File: src/rtl/mux8way_rr_merge.sv
// Eight-input round-robin stream merger with a registered output stage.
// Each channel offers a WIDTH-bit word under valid/ready; one word per cycle is
// granted and loaded into the output register, tagged with its source index
// (0 = channel a ... 7 = channel h).
module mux8way_rr_merge #(
  parameter int WIDTH = 16
) (
  input  logic             clk,
  input  logic             reset,
  input  logic [7:0]       in_valid,
  input  logic [WIDTH-1:0] in_data_a,
  input  logic [WIDTH-1:0] in_data_b,
  input  logic [WIDTH-1:0] in_data_c,
  input  logic [WIDTH-1:0] in_data_d,
  input  logic [WIDTH-1:0] in_data_e,
  input  logic [WIDTH-1:0] in_data_f,
  input  logic [WIDTH-1:0] in_data_g,
  input  logic [WIDTH-1:0] in_data_h,
  output logic [7:0]       in_ready,
  output logic             out_valid,
  input  logic             out_ready,
  output logic [WIDTH-1:0] out_data,
  output logic [2:0]       out_sel
);

  logic [WIDTH-1:0] data_arr [8];
  logic [2:0]       ptr;
  logic [2:0]       grant;
  logic             any_valid;
  logic             load_en;
  logic             transfer;

  assign data_arr[0] = in_data_a;
  assign data_arr[1] = in_data_b;
  assign data_arr[2] = in_data_c;
  assign data_arr[3] = in_data_d;
  assign data_arr[4] = in_data_e;
  assign data_arr[5] = in_data_f;
  assign data_arr[6] = in_data_g;
  assign data_arr[7] = in_data_h;

  // The output slot can accept a word when empty or when it drains this cycle.
  assign load_en   = !out_valid || out_ready;
  assign any_valid = |in_valid;
  assign transfer  = load_en && any_valid && !reset;

  // Round-robin search: first valid channel at or after ptr, wrapping 7 -> 0.
  always_comb begin
    // NOTE: every variable gets a default before any conditional update so no
    // latch is inferred for paths that do not assign it.
    logic [2:0] idx;
    grant = '0;
    idx   = '0;
    // Walk offsets from farthest to nearest so the nearest valid channel wins.
    for (int i = 7; i >= 0; i--) begin
      idx = ptr + 3'(i);
      if (in_valid[idx]) grant = idx;
    end
  end

  // Only the granted channel sees ready, and only when the slot can take it.
  always_comb begin
    in_ready = '0;
    if (transfer) in_ready[grant] = 1'b1;
  end

  // Output register and priority pointer.
  always_ff @(posedge clk) begin
    // NOTE: sequential state uses non-blocking assignments so every register
    // samples pre-edge values regardless of statement order.
    if (reset) begin
      out_valid <= 1'b0;
      out_data  <= '0;
      out_sel   <= '0;
      ptr       <= '0;
    end else if (transfer) begin
      out_valid <= 1'b1;
      out_data  <= data_arr[grant];
      out_sel   <= grant;
      ptr       <= grant + 3'd1;
    end else if (out_valid && out_ready) begin
      out_valid <= 1'b0;
    end
  end

endmodule

File: config.mk
export PLATFORM = sky130hd
export DESIGN_NAME = mux8way_rr_merge
export DESIGN_NICKNAME = d
export VERILOG_FILES = /design/src/rtl/mux8way_rr_merge.sv
export SDC_FILE = /design/constraint.sdc
export NUM_CORES = 1
export LEC_CHECK = 0
export CAP_MARGIN = 25
export CELL_PAD_IN_SITES_DETAIL_PLACEMENT = 0
export CELL_PAD_IN_SITES_GLOBAL_PLACEMENT = 2
export CORE_UTILIZATION = 20
export CTS_CLUSTER_SIZE = 12
export DETAILED_ROUTE_END_ITERATION = 6
export GPL_ROUTABILITY_DRIVEN = 1
export PLACE_DENSITY = 0.73
export SYNTH_ARGS = -nofsm -noshare
export SYNTH_HDL_FRONTEND = slang
export SYNTH_SLANG_ARGS = --single-unit
File: constraint.sdc
create_clock -name clk -period 3.9 [get_ports clk]
set_input_delay 0.78 -clock clk [delete_from_list [all_inputs] [get_ports clk]]
set_output_delay 0.78 -clock clk [all_outputs]
set_load 0.02 [all_outputs]
Yosys cells after proc, flatten, opt, wreduce, memory -nomap -nowiden
Index checks and enable logic that the tools add are counted.
W data, S select, Z words.
Cells by class
  mux-type cells: 32
  bitwise gates (word level): 1
  add/subtract/negate cells: 8
  reduce and logical (&&, ||, !) cells: 9
  magnitude comparators: 11
Operators with widths (number)
  $bmux W16 S3: 1
  $lt A3 B4 Y1 const B: 9
  $mux W16: 2
  $bmux W1 S3: 8
  $mux W3: 8
  $add A3 B3 Y3 const B: 4
  $mux W1: 11
  $mux W8: 1
  $reduce_or A8 Y1: 1
  $add A3 B1 Y3 const B: 2
  $add A3 B2 Y3 const B: 2
  $ge A4 B4 Y1 const B: 1
  $logic_and A1 B1 Y1: 4
  $not A3 Y4: 1
  $demux W1 S3: 1
  $ge A3 B1 Y1 const B: 1
  $logic_not A1 Y1: 2
  $reduce_bool A2 Y1: 1
  $logic_or A1 B1 Y1: 1
Word-level totals
  word-level logic and storage cells: 65
  input port bits: 139
  output and inout port bits: 28
  register bits after elaboration: 23

Longest topological paths before layout
Gate-level depths: netlist of run 1.
  depth after elaboration: 16
  depth in mapped cells: 15
  gate-level depth less buffers: 10

Worst setup path before layout of run 1
OpenSTA, ideal clock, no wires.
  path type: reg2out
  start point: register ptr[1]
  end point: output in_ready[6]
  stages on the path, launching flop included: 13
  data required time: 3120 ps
  arrival time: 3377 ps
  slack: -257 ps
  buffers on the path: 4
  cell sequence: dfxtp_1 > inv_1 > clkbuf_1 > ha_1 > buf_6 > buf_12 > mux2i_1 > mux4_2 > a311o_1 > a221oi_4 > inv_2 > buf_6 > nor3_1
Between the ends
  longest elaborated chain between the ends: 16
RTL lines
  from (decl): line 27  | logic [2:0] ptr;
  from (signal assigned): line 80  | ptr <= grant + 3'd1;
  $add A3 B3 Y3: line 56  | idx = ptr + 3'(i);
  $bmux W1 S3: line 57  | if (in_valid[idx]) grant = idx;
  $mux W1 (implied by the code): line 57
  $mux W3 (7 in series): line 57
  $mux W3 (*): line 57
  $lt A3 B4 Y1 (implied by the code) / $ge A3 B1 Y1 (equally long branches): line 64  | if (transfer) in_ready[grant] = 1'b1;
  $logic_and A1 B1 Y1 (implied by the code): line 64
  $mux W1 (implied by the code): line 64
  $demux W1 S3 (*): line 64
  $mux W8 (*): line 64
  to (decl): line 19  | output logic [7:0] in_ready,
Every way passes the cells marked *; elsewhere a longest branch is shown, timed or not. The select of a mux whose other input is x is not followed.

Worst setup path in the final report of run 1
  start point: input in_valid[5]
  end point: output in_ready[0]
Between the ends
  longest elaborated chain between the ends: 15
RTL lines
  from (decl): line 10  | input logic [7:0] in_valid,
  $bmux W1 S3: line 57
  $mux W1 (implied by the code): line 57
  $mux W3 (8 in series): line 57
  $lt A3 B4 Y1 (implied by the code) / $ge A3 B1 Y1 (equally long branches): line 64
  $logic_and A1 B1 Y1 (implied by the code): line 64
  $mux W1 (implied by the code): line 64
  $demux W1 S3: line 64
  $mux W8 (*): line 64
Marks and branches as above.

==> results.md, run 1 <==
* Syn_area_per_cell at ~10 sq um
* Initial Util at 20.7%
* Clock insertion delay at the later pin of the skew report at approximately 0.27 ns
* CTS Root Buffer Type: clkbuf_16
* Final setup margin at -0.0884 ns
* Finished Core Util at between 30% and 40%
* Max Clock Freq at between 0.2 and 0.3 GHz
* RSZ-0062 raised after global routing: true
* Crit Path Category: primary input to primary output
* Area growth syn-to-layout at 84.1%
* Crit path time final at between 3 and 4 ns
* Detailed-route via count at about 3,300
* WP data required at between 3 and 4 ns
* Most frequent cell after synthesis: mux2i_1
* Area of the multi-input gates at 2490 sq um
* Post-Route WL at between 10,000 and 15,000 um
* DRC at 16
* Hold Slack at 0.447 ns
* Setup Skew at between 0.01 and 0.015 ns
* Failing checks: design-rule violations, negative setup slack
* Io pins at between 150 and 200
* Syn nets at between 400 and 500
* Fraction of registers with async set/reset at 0%
* Placed cells at 691
* Worst Tran Pin Value at 0.561 ns
* Num CTS Buffers at 3
* Top FF cell, synth: dfxtp_1
* Arrival @ worst endpoint at about 3.2 ns
* GP Congestion at between 0.8 and 0.9
* Placement Rows at 44
* Grt total ovfl at 0
* Status: complete, but fails checks
* Tcrit/Tclk final at 102%
* Fillers at about 1,400
* Final hold vios at 0
* Min-delay worst type: flip-flop to flip-flop
* Initial drt markers at 135
* Synth area leader: mux4_2
* First-pass GRT wire length at ~18,000 um
* Std-Cell Core Area at ~15,000 sq um
* Pre-antenna DRT Iters at 7
* Yosys warning count at 0
* Yosys top cell area share at 16.3%
* Non-Filler Instances at 708
* Clock tree buffer depth at 2
* Dpl hpwl at 9450 um
* Synth top area cells: mux4_2, dfxtp_1, mux2i_1
* Vias in the first global route at ~3,400
* Slew Viols, Final at 0
* Unique masters post-synth at 49
* Commonest cells in the netlist: mux2i_1, nand2_1, dfxtp_1
* H-tree depth at 1
* Routed len/inst at around 16 um
* Die height at between 100 and 150 um
* Largest net degree at the start of global routing at slightly above 50
* Synth Instances at 300
* Clk sink count at 23
* Pwr dens at between 900 and 1000 nW/um^2
* Nets@finish at between 600 and 700
* Setup TNS at -0.418 ns
* Maxcap violations at 0
* Total Routing Usage GR at 14.7%
* Diodes inserted at 0
* Tot Pwr at 5.21 mW
* Seq/Total Area, Yosys at about 15%
* TritonCTS clock tree: yes
* Sequential Area at ~460 sq um
* Crit Path Max Fanout at 6
* Port Buffers at 166
* DIE AREA at around 16,000 sq um
* Yosys reg bits at 23
* Relative slew slack at a little over three fifths
* Layout cell share with drive strength beyond 1 at a little under two fifths
* Drt via density at roughly 4.7
* Die W at between 100 and 150 um
* Worst-path clk slew at around 0.080 ns
* Post-synth EDFFs at 0
* Worst setup SP type: primary input
* VDD IR-drop max at between 0.0004 and 0.0005 V
* Worst setup EP type: primary output
* Detail Route Antenna Nets at 0
* Pleak at 2.32 nW
* Antenna violations before repair at 0
* Cell area after synthesis at 3040 sq um
* Endpoints failing setup at 7
## path summary, 6_finish.rpt
path / startpoint / end / slack (ns) / cells past startpoint
max: in_valid[5] / in_ready[0] / -0.09 / 11
min: out_sel[2] / out_sel[2] / 0.45 / 2
max reg2reg: ptr[0] / out_data[10] / 0.20 / 13
min reg2reg: out_sel[2] / out_sel[2] / 0.45 / 2
## worst max-delay path, cell delays in order
cell and delay (ns):
clkdlybuf4s15_2 0.24, mux4_2 0.48, mux2_2 0.29, buf_4 0.15, nor2b_1 0.10, or3_4 0.13
o221ai_4 0.12, or4_4 0.48, nand2b_4 0.19, nor2_4 0.11, buf_6 0.12
## report_power, final
group / switching [mW] / leakage, nW / total, mW / internal [mW]
Clock: 0.0989 / 0.0409 / 0.237 / 0.138
Sequential: 0.0493 / 0.192 / 0.387 / 0.338
Combinational: 2.09 / 2.09 / 4.59 / 2.49
## final cells by class
cell class / instances / share of cell area (%)
flip-flops and latches: 23 / 8.27
well taps: 184 / 4.11
clock inverters: 1 / 0.0894
multi-input cells: 244 / 44.5
clock buffers: 3 / 1.34
repair buffers: 246 / 41.2
inverters: 7 / 0.514
## cells by family after synthesis
kind of cell | after synthesis | share of synthesized area (%)
muxes | 97 | 45.8
DFF | 23 | 15.1
AOI/OAI and AO/OA | 50 | 15.2
xor gates and xnor gates | 3 | 0.864
buffers and inverters | 33 | 8.23
adders and majority gates | 2 | 0.823
and+or+nand+nor | 92 | 13.9
## metal layers
metal | up-vias | wire, um | track usage [%]
met2 | 116 | 5630 | 25.2
li1 | 1616 | - | -
met5 | - | 0 | 0
met1 | 1571 | 5080 | 18.8
met3 | 10 | 772 | 3.12
met4 | 0 | 153 | 3.23
## layout by cell type (no fill, tap or decap), drive strengths merged, types with 3 or more instances in the layout
master / synthesis / routed
clkdlybuf4s50: 0 / 150
buf: 20 / 92
mux2i: 42 / 42
nand2: 35 / 35
mux2: 30 / 30
mux4: 25 / 25
dfxtp: 23 / 23
nand3: 20 / 20
o211ai: 18 / 18
nor2: 14 / 14
o21ai: 8 / 8
nor3: 8 / 8
inv: 7 / 7
a211oi: 4 / 4
clkdlybuf4s15: 0 / 4
a21oi: 4 / 4
nand2b: 4 / 4
clkbuf: 6 / 3
a31oi: 3 / 3
or4: 3 / 3
## repair_timing
action / 4_1_cts / 5_1_grt
gates resized for setup: 88 / 22
setup endpoints to repair: 26 / 25
pin swaps: 4 / 8
setup buffers: 8 / 5
hold buffers: 0 / 0
## stage by stage
step                      worst slack (ns)  instance area (sq um)
after global routing                -0.171                   5600
after floorplan                    -0.0677                   3090
after CTS                          -0.0740                   5520
after global placement              -0.874                   5300
after detailed placement            -0.883                   5300
final                              -0.0884                   5600
## sequential cells by signal, summed over array words and instances, names as in the netlist
name	count
out_data	16
out_sel	3
ptr	3
out_valid	1
Note: power is estimated with default switching activity, not from simulation.
==> run 2: changes to the inputs <==
GPL_TIMING_DRIVEN = 1   (was not set)
==> results of run 2 <==
The final DEF is identical to that of run 1; final timing and power are the same.
